[src/rtl/vfpu_defs.vh]
// rtl/vfpu_defs.vh - shared widths and exponent constants for the vector FPU datapath
`ifndef VFPU_DEFS_VH
`define VFPU_DEFS_VH

`define VFPU_MANT_W  64
`define VFPU_EXP_W   10
`define VFPU_FRAC_W  23
`define VFPU_BIAS    127
`define VFPU_EXP_MAX 255

`endif

[src/rtl/norm_round_pkg.sv]
// rtl/norm_round_pkg.sv - types and constants shared by norm_round and lzc64
package norm_round_pkg;
`include "vfpu_defs.vh"

    localparam int MANT_W    = `VFPU_MANT_W;
    localparam int EXP_W     = `VFPU_EXP_W;
    localparam int FRAC_W    = `VFPU_FRAC_W;
    localparam int KEEP_W    = FRAC_W + 1;     // hidden bit + fraction
    localparam int LZ_W      = 7;              // counts 0..64
    localparam int OUT_EXP_W = 8;

    localparam logic signed [EXP_W-1:0] EXP_MAX_S  = EXP_W'(`VFPU_EXP_MAX);
    localparam logic signed [EXP_W-1:0] EXP_ZERO_S = '0;

    // Stage-1 result: normalized significand already reduced to kept/guard/sticky.
    typedef struct packed {
        logic              sign;
        logic              zero;
        logic [EXP_W-1:0]  exp;
        logic [KEEP_W-1:0] kept;
        logic              guard;
        logic              sticky;
    } s1_t;

    typedef struct packed {
        logic                 sign;
        logic [OUT_EXP_W-1:0] exp;
        logic [FRAC_W-1:0]    frac;
        logic                 inexact;
        logic                 overflow;
        logic                 underflow;
        logic                 zero;
    } res_t;
endpackage

[src/rtl/lzc64.sv]
// rtl/lzc64.sv - 64-bit leading-zero counter
// Ports: mant (64-bit operand), cnt (leading zeros, 64 when mant is all zero).
module lzc64
    import norm_round_pkg::*;
(
    input  logic [MANT_W-1:0] mant,
    output logic [LZ_W-1:0]   cnt
);

    // Scan LSB to MSB so the highest set bit wins.
    always_comb begin
        cnt = LZ_W'(MANT_W);
        for (int i = 0; i < MANT_W; i++) begin
            if (mant[i]) begin
                cnt = LZ_W'(MANT_W - 1 - i);
            end
        end
    end

endmodule

[src/rtl/norm_round.sv]
// rtl/norm_round.sv - two-stage normalize, round-to-nearest-even and pack to single precision
// Ports:
//   clk, rst                        clock, asynchronous active-high reset
//   in_valid/in_ready               operand handshake
//   in_sign, in_exp_tmp[9:0]        sign, biased exponent for a leading 1 at in_mant[63]
//   in_mant[63:0], in_sticky        unnormalized magnitude, OR of bits dropped upstream
//   out_valid/out_ready             result handshake
//   out_sign, out_exp[7:0], out_frac[22:0]                   packed result
//   out_inexact, out_overflow, out_underflow, out_zero      status flags
// Build option: NORM_ROUND_DENORM_EN enables denormal results; otherwise tiny results flush to zero.
module norm_round
    import norm_round_pkg::*;
(
    input  logic                 clk,
    input  logic                 rst,
    input  logic                 in_valid,
    output logic                 in_ready,
    input  logic                 in_sign,
    input  logic [EXP_W-1:0]     in_exp_tmp,
    input  logic [MANT_W-1:0]    in_mant,
    input  logic                 in_sticky,
    output logic                 out_valid,
    input  logic                 out_ready,
    output logic                 out_sign,
    output logic [OUT_EXP_W-1:0] out_exp,
    output logic [FRAC_W-1:0]    out_frac,
    output logic                 out_inexact,
    output logic                 out_overflow,
    output logic                 out_underflow,
    output logic                 out_zero
);

    logic [LZ_W-1:0]   lz;
    logic [MANT_W-1:0] mant_n;
    logic              s2_ready;

    s1_t  s1_q, s1_d;
    logic s1_valid_q, s1_valid_d;
    res_t out_q, out_d;
    logic out_valid_q, out_valid_d;

    logic [KEEP_W-1:0]       kept;
    logic                    guard;
    logic                    sticky;
    logic                    round_up;
    logic [KEEP_W:0]         sum;
    logic signed [EXP_W-1:0] exp_r;
    res_t                    res;

`ifdef NORM_ROUND_DENORM_EN
    localparam int SH_MAX = 26;
    logic                       tiny;
    logic [EXP_W:0]             sh_full;
    logic [4:0]                 sh;
    logic [KEEP_W+SH_MAX:0]     ext;
`endif

    lzc64 u_lzc64 (
        .mant (in_mant),
        .cnt  (lz)
    );

    // Stage 1: count, shift, exponent adjust.
    always_comb begin
        s2_ready   = !out_valid_q || out_ready;
        in_ready   = !s1_valid_q || s2_ready;
        mant_n     = in_mant << lz;
        s1_valid_d = s1_valid_q;
        s1_d       = s1_q;
        if (in_ready) begin
            s1_valid_d = in_valid;
            if (in_valid) begin
                s1_d.sign   = in_sign;
                s1_d.zero   = (in_mant == '0);
                s1_d.exp    = in_exp_tmp - EXP_W'(lz);
                s1_d.kept   = mant_n[MANT_W-1 -: KEEP_W];
                s1_d.guard  = mant_n[MANT_W-1-KEEP_W];
                s1_d.sticky = (|mant_n[MANT_W-2-KEEP_W:0]) | in_sticky;
            end
        end
    end

    // Stage 2: round and pack.
    always_comb begin
        kept   = s1_q.kept;
        guard  = s1_q.guard;
        sticky = s1_q.sticky;
`ifdef NORM_ROUND_DENORM_EN
        // Tiny results are denormalized before rounding so the rounding sees the real LSB.
        tiny    = $signed(s1_q.exp) <= EXP_ZERO_S;
        sh_full = {{EXP_W{1'b0}}, 1'b1} - {s1_q.exp[EXP_W-1], s1_q.exp};
        sh      = (sh_full > (EXP_W+1)'(SH_MAX)) ? 5'(SH_MAX) : sh_full[4:0];
        ext     = {s1_q.kept, s1_q.guard, {SH_MAX{1'b0}}} >> sh;
        if (tiny) begin
            kept   = ext[KEEP_W+SH_MAX:SH_MAX+1];
            guard  = ext[SH_MAX];
            sticky = s1_q.sticky | (|ext[SH_MAX-1:0]);
        end
`endif
        round_up = guard & (sticky | kept[0]);
        sum      = {1'b0, kept} + {{KEEP_W{1'b0}}, round_up};
        exp_r    = s1_q.exp + {{(EXP_W-1){1'b0}}, sum[KEEP_W]};

        res      = '0;
        res.sign = s1_q.sign;
        if (s1_q.zero) begin
            res.zero = 1'b1;
        end
`ifdef NORM_ROUND_DENORM_EN
        else if (tiny) begin
            // A carry into the hidden position promotes the denormal to exponent 1.
            res.exp       = {{(OUT_EXP_W-1){1'b0}}, sum[KEEP_W-1]};
            res.frac      = sum[FRAC_W-1:0];
            res.inexact   = guard | sticky;
            res.underflow = guard | sticky;
            res.zero      = (sum[KEEP_W-1:0] == '0);
        end
`endif
        else if (exp_r >= EXP_MAX_S) begin
            res.exp      = '1;
            res.overflow = 1'b1;
            res.inexact  = 1'b1;
        end else if (exp_r <= EXP_ZERO_S) begin
            res.zero      = 1'b1;
            res.underflow = 1'b1;
            res.inexact   = 1'b1;
        end else begin
            res.exp     = exp_r[OUT_EXP_W-1:0];
            // Carry-out means 1.000..., so renormalize by one (fraction becomes zero).
            res.frac    = sum[KEEP_W] ? sum[FRAC_W:1] : sum[FRAC_W-1:0];
            res.inexact = guard | sticky;
        end

        out_valid_d = out_valid_q;
        out_d       = out_q;
        if (s2_ready) begin
            out_valid_d = s1_valid_q;
            if (s1_valid_q) begin
                out_d = res;
            end
        end
    end

    always_ff @(posedge clk or posedge rst) begin
        if (rst) begin
            s1_valid_q  <= 1'b0;
            s1_q        <= '0;
            out_valid_q <= 1'b0;
            out_q       <= '0;
        end else begin
            s1_valid_q  <= s1_valid_d;
            s1_q        <= s1_d;
            out_valid_q <= out_valid_d;
            out_q       <= out_d;
        end
    end

    assign out_valid     = out_valid_q;
    assign out_sign      = out_q.sign;
    assign out_exp       = out_q.exp;
    assign out_frac      = out_q.frac;
    assign out_inexact   = out_q.inexact;
    assign out_overflow  = out_q.overflow;
    assign out_underflow = out_q.underflow;
    assign out_zero      = out_q.zero;

endmodule
[config.mk]
export PLATFORM = sky130hd
export DESIGN_NAME = norm_round
export DESIGN_NICKNAME = d
export VERILOG_FILES = /design/src/rtl/norm_round_pkg.sv /design/src/rtl/lzc64.sv /design/src/rtl/norm_round.sv
export VERILOG_INCLUDE_DIRS = /design/src /design/src/rtl
export SDC_FILE = /design/constraint.sdc
export NUM_CORES = 1
export LEC_CHECK = 0
export ABC_AREA = 1
export BUFFER_PORTS_ARGS = -buffer_cell sky130_fd_sc_hd__buf_2
export CAP_MARGIN = 20
export CORE_ASPECT_RATIO = 0.9
export CORE_MARGIN = 4
export CORE_UTILIZATION = 60
export CTS_CLUSTER_SIZE = 10
export DETAILED_ROUTE_END_ITERATION = 6
export PLACE_DENSITY = 0.83
export SYNTH_ARGS = -nofsm -noshare
export SYNTH_HDL_FRONTEND = slang
export SYNTH_HIERARCHICAL = 1
export SYNTH_SLANG_ARGS = --single-unit
[constraint.sdc]
create_clock -name clk -period 8.15 [get_ports clk]
set_input_delay 0.4075 -clock clk [delete_from_list [all_inputs] [get_ports clk]]
set_output_delay 0.4075 -clock clk [all_outputs]
set_load 0.005 [all_outputs]
* Word level (Yosys, flattened, before mapping)
Cells that the tools add are included.
Storage, ports and cells: flip-flop bits (word level) 76, input port bits 80, output and inout port bits 38, logic and storage cells 108
Cells by class: add/subtract/negate cells 3, magnitude comparators 2, shift operators 1, multiplexer cells 75, bitwise operators 4, reductions and logical operators 8
Operators by type and width (count):
- two-way mux 7 bit | 64
- zero test 64 bit | 1
- << shifter 64 x 7 -> 64 bit | 1
- two-way mux 23 bit | 2
- OR reduction 39 bit | 1
- two-way mux 34 bit | 1
- two-way mux 31 bit | 1
- adder 24 x 1 -> 25 bit | 1
- adder 10 x 1 -> 10 bit | 1
- >= comparator 10 x 9 -> 1 bit, second input constant | 1
- <= comparator 10 x 1 -> 1 bit, second input constant | 1
- subtractor 10 x 7 -> 10 bit | 1
- two-way mux 8 bit | 1
- two-way mux 1 bit | 4
- two-way mux 2 bit | 2
- AND reduction 2 bit | 2
- bitwise OR 1 bit | 3
- zero test 1 bit | 2
- logical OR 1 bit | 2
- AND 1 bit | 1

* Logic depth before layout (Yosys ltp)
depth after elaboration 67, mapped depth 81, mapped depth without buffers 80

* Cells and area by module
Netlist, hierarchy kept.
By module, submodules not included:
- norm_round | times used 1, cells each 1300, area an instance 7758.7 um^2, sequential area each 1901.8 um^2
- lzc64 | times used 1, cells each 226, area an instance 1029.7 um^2, sequential area each 0.0 um^2

* Least setup slack after synthesis
OpenSTA, ideal clock, no wires.
path kind input port to flip-flop, start point input port in_mant[1], end point register s1_q (netlist bit kept[18]), library setup time 0.124 ns, arrival time 4.585 ns, required time 8.026 ns, slack 3.441 ns, stages on the path 76, buffers on the path 3, cell sequence inv_1 nand2_1 nand2_1 nand2_1 nand2_1 nand2_1 nand2_1 nand2_1 nand2_1 nand2_1 nand2_1 nand2_1 nand2_1 nand2_1 nand2_1 nand2_1 nand2_1 nand2_1 [40 not listed] nand2_1 nand2_1 nand2_1 nand2_1 a21oi_2 buf_2 buf_2 buf_4 mux2i_1 nand2_1 o21ai_0 nor2_1 nor2_1 nand2_1 o211ai_1 o211ai_1 o211ai_1 nand2_1
Between the ends: word-level cells in the longest chain between the ends 64
Ends and longest elaborated chain:
- start, declared | line norm_round.sv:20 | input logic [MANT_W-1:0] in_mant,
- two-way mux 7 bit (63 in series) | line lzc64.sv:14 | if (mant[i]) begin
- via lz[0] | line norm_round.sv:33 | logic [LZ_W-1:0] lz;
- << shifter 64 x 7 -> 64 bit | line norm_round.sv:67 | mant_n = in_mant << lz;
- end signal, assigned | line norm_round.sv:147 | s1_q <= '0;
- end signal, assigned | line norm_round.sv:152 | s1_q <= s1_d;
- end, declared | line norm_round.sv:37 | s1_t s1_q, s1_d;
The timed path passes the listed nets, and every way through them passes these cells. A chain may end at the register's enable or synchronous reset.

* Final worst setup path
start point input port in_mant[1], end point register s1_q (netlist bit sticky)
Between the ends: word-level cells in the longest chain between the ends 66
Ends and longest elaborated chain:
- two-way mux 7 bit (63 in series) | line lzc64.sv:14
- via lz[0] | line norm_round.sv:33
- << shifter 64 x 7 -> 64 bit | line norm_round.sv:67
- OR reduction 39 bit | line norm_round.sv:78 | s1_d.sticky = (|mant_n[MANT_W-2-KEEP_W:0]) | in_sticky;
- bitwise OR 1 bit | line norm_round.sv:78
The timed path passes the listed nets, and every way through them passes these cells.

==> results.yml <==
power_and_ir_drop:
  leakagePower_nw: 5.09
  clkPwrFrac_pct: 24.5
  p_comb_share_pct: 40.2
  pwr_density_cell_nw_per_um2: 157
  pwr-share-seq_pct: 35.2
  ir_drop_mv: 0.164
  switching_share_pct: 39.3
  p_int_mw: 0.924
  p_switching_mw: 0.597
route:
  viasPerCell: 5.85
  drtIter0Drc: 1338
  drt_pre_antenna_iters: 6
  finalWirelength_mm: 27.1
  drc_errors: 0
  vias: 10500
  ant_nets: 0
  wire_per_inst_um: 15.2
floorplan:
  num_rows: 41
  die_y_um: 123
  core_um2: 14200
  die_area_um2: 16700
  boundaryPins: 118
  initial_core_util_pct: 61.8
  die_w_um: 136
yosys:
  seq_area_frac_synth_pct: 21.6
  syn-instance-count: 1526
  syn_area_per_cell_um2: 5.76
  syn_nets: 1617
  netlist_area_um2: 8790
  synth_cell_types: 49
  synth_seq_cells: 76
  ys_warn_count: 6
finish:
  layout.nets: 1680
  n_antenna_cell: 0
  final_common_cell: "nand2_1"
  seq_area_um2: 1900
  layout_common_cells: "nand2_1 (530), nand3_1 (280), buf_2 (117), inv_1 (110), nor2_1 (100)"
  final_cell_area_um2: 9710
  multi_input_area_um2: 6020
  drive_gt1_share_pct: 11.7
  area_delta_synth_final_pct: 10.5
  fill_cells: 1366
placement:
  placed_cell_area_um2: 9430
  gp_congestion: 0.984
  io_buffer_count: 117
  hpwl_mm: 21.0
global_routing:
  grt_pass1_wl_mm: 44.7
  grt_max_degree: 77
  grt_use_total_pct: 32.6
  antenna_found_initial: 0
  grt_pass1_vias: 9293
  gr-total-overflow: 0
outcome:
  status: "complete, no violations"
sta:
  finalMaxSlewViolations: 0
  fin_crit_ns: 6.09
  rsz0062_at_grt: "false"
  tns_ns: 0
  fmax_ghz: 0.164
  finClkSkew_ns: 0.00659
  worstMarginPinSlew_ns: 1.04
  relSlewSlack_pct: 30.7
  setup_viol: 0
  post-route-period-util_pct: 74.8
  hold_violations: 0
worst_setup_path:
  worstReg2RegStart: "guard"
  path_class: "input pin to flip-flop"
  cp-startpoint: "in_mant[1]"
  worst-path-max-fanout: 67
  cp_common_cell: "nand2_1"
  cp_slowest_cell: "inv_2"
  worstSetupEndpointType: "flip-flop"
  path_delay_family: "simple AND/OR/NAND/NOR gates"
  crit_path_start_kind: "input pin"
  cp.arrival_ns: 6.31
  cp_slowest_stage_delay_ns: 0.54
  cp_num_buf_inv: 4
  cp.required_ns: 8.37
clocking:
  clk_pin_slew_worst_paths_ns: 0.06
  ctsHoldBuffers: 0
  cts_tree: "yes"
  cts_setup_buffers: 0
  htreeDepth: 3
  clockBufferDepth: 2
  cts_root_buf: "clkbuf_16"
  cts_buffers: 9
  ctsResizeCount: 0
  clock_latency_ns: 0.33
  clock_sink_count: 76
hold_path:
  hold_class: "input pin to flip-flop"
  timing.hold.worst.start: "in_sign"
job:
  drv_cap: 0
[power groups by stage]
stage	Clock [mW]	Sequential (mW)	Combinational, mW
after global routing	0.394	0.547	0.694
after global placement	0	0.537	0.592
final	0.373	0.536	0.612
after detailed placement	0	0.540	0.602
after CTS	0.376	0.535	0.607
after floorplan	0	0.535	0.397
[cell type report]
type | instances | share of cell area (%)
inverters | 129 | 6.14
flip-flops and latches | 76 | 19.6
clock inverters | 1 | 0.0515
clock buffers | 15 | 2.86
repair buffers | 129 | 6.96
multi-input cells | 1244 | 61.9
well taps | 193 | 2.49
[final timing paths]
kind / end / slack [ns] / cells past startpoint
worst max-delay path: sticky / 2.06 / 80
worst min-delay path: res[35] / 0.28 / 3
worst max register to register: out_frac[10] / 3.82 / 27
worst min register to register: out_frac[5] / 0.47 / 2
max in group asynchronous: s1_q[36] / 7.18 / 3
min in group asynchronous: out_zero / 0.36 / 3
[sequential cells by signal, indices dropped and copies added, names as in the netlist, 8 cells and up]
signal    flops
kept         24
out_frac     23
s1_q         11
out_exp       8
[cells in the mapped netlist, drive strengths merged]
| cell type | n | area (um^2) |
|---|---|---|
| o21a | 7 | 52.6 |
| o21ai | 119 | 611 |
| o221ai | 2 | 17.5 |
| buf | 42 | 193 |
| a31o | 1 | 8.76 |
| o31ai | 2 | 15.0 |
| xnor2 | 3 | 26.3 |
| mux2i | 9 | 90.1 |
| ha | 10 | 125 |
| dfrtp | 76 | 1900 |
| nand4 | 15 | 100 |
| o311ai | 3 | 26.3 |
| bufinv | 8 | 140 |
| nor3 | 17 | 96.4 |
| a31oi | 5 | 31.3 |
| xor2 | 22 | 193 |
| nand3b | 4 | 30.0 |
| o22ai | 7 | 43.8 |
| a211oi | 2 | 15.0 |
| o211ai | 25 | 188 |
| nor4 | 21 | 131 |
| nand3 | 281 | 1410 |
| a21boi | 2 | 15.0 |
| or2 | 4 | 25.0 |
| a22o | 2 | 17.5 |
| inv | 121 | 457 |
| a21oi | 29 | 149 |
| o21bai | 1 | 7.51 |
| and2 | 9 | 56.3 |
| clkbuf | 35 | 131 |
| nand2 | 532 | 2010 |
| fa | 1 | 20.0 |
| nor2 | 109 | 457 |
[worst reg2reg max path, delay by kind of cell (launching register included)]
| family | cells | cell delay [ns] |
|---|---|---|
| xor gates and xnor gates | 1 | 0.17 |
| adders and majority gates | 3 | 0.65 |
| buffers and inverters | 4 | 0.41 |
| DFF | 1 | 0.40 |
| and+or+nand+nor | 19 | 2.61 |
[through the flow]
step | util (%) | worst slack, ns | power (mW) | instances | hold WS [ns]
5_1_grt | 68.4 | 1.23 | 1.63 | 1787 | 0.278
6_report | 68.4 | 2.06 | 1.52 | 1787 | 0.282
3_5_place_dp | 66.4 | 1.86 | 1.14 | 1771 | 0.460
2_1_floorplan | - | 3.44 | 0.932 | 1526 | 0.442
3_3_place_gp | 66.4 | 1.91 | 1.13 | 1771 | 0.458
4_1_cts | 68.4 | 2.19 | 1.52 | 1787 | 0.275
[routing by layer]
layer | up-vias | share of wire [%] | wire length (um) | track usage, %
met5 | - | 0 | 0 | 0
met4 | 0 | 2.5 | 682 | 9.45
met3 | 62 | 8.6 | 2330 | 5.20
met2 | 481 | 44 | 11900 | 51.2
met1 | 4714 | 45 | 12200 | 46.7
li1 | 5196 | - | - | -
[cells by family after synthesis]
group	synth area share [%]
AOI/OAI and AO/OA	13.6
buffers and inverters	10.5
xor gates and xnor gates	2.49
adders and majority gates	1.65
and+or+nand+nor	49.1
muxes	1.03
DFF	21.6
Power figures use the tool's default switching activity.
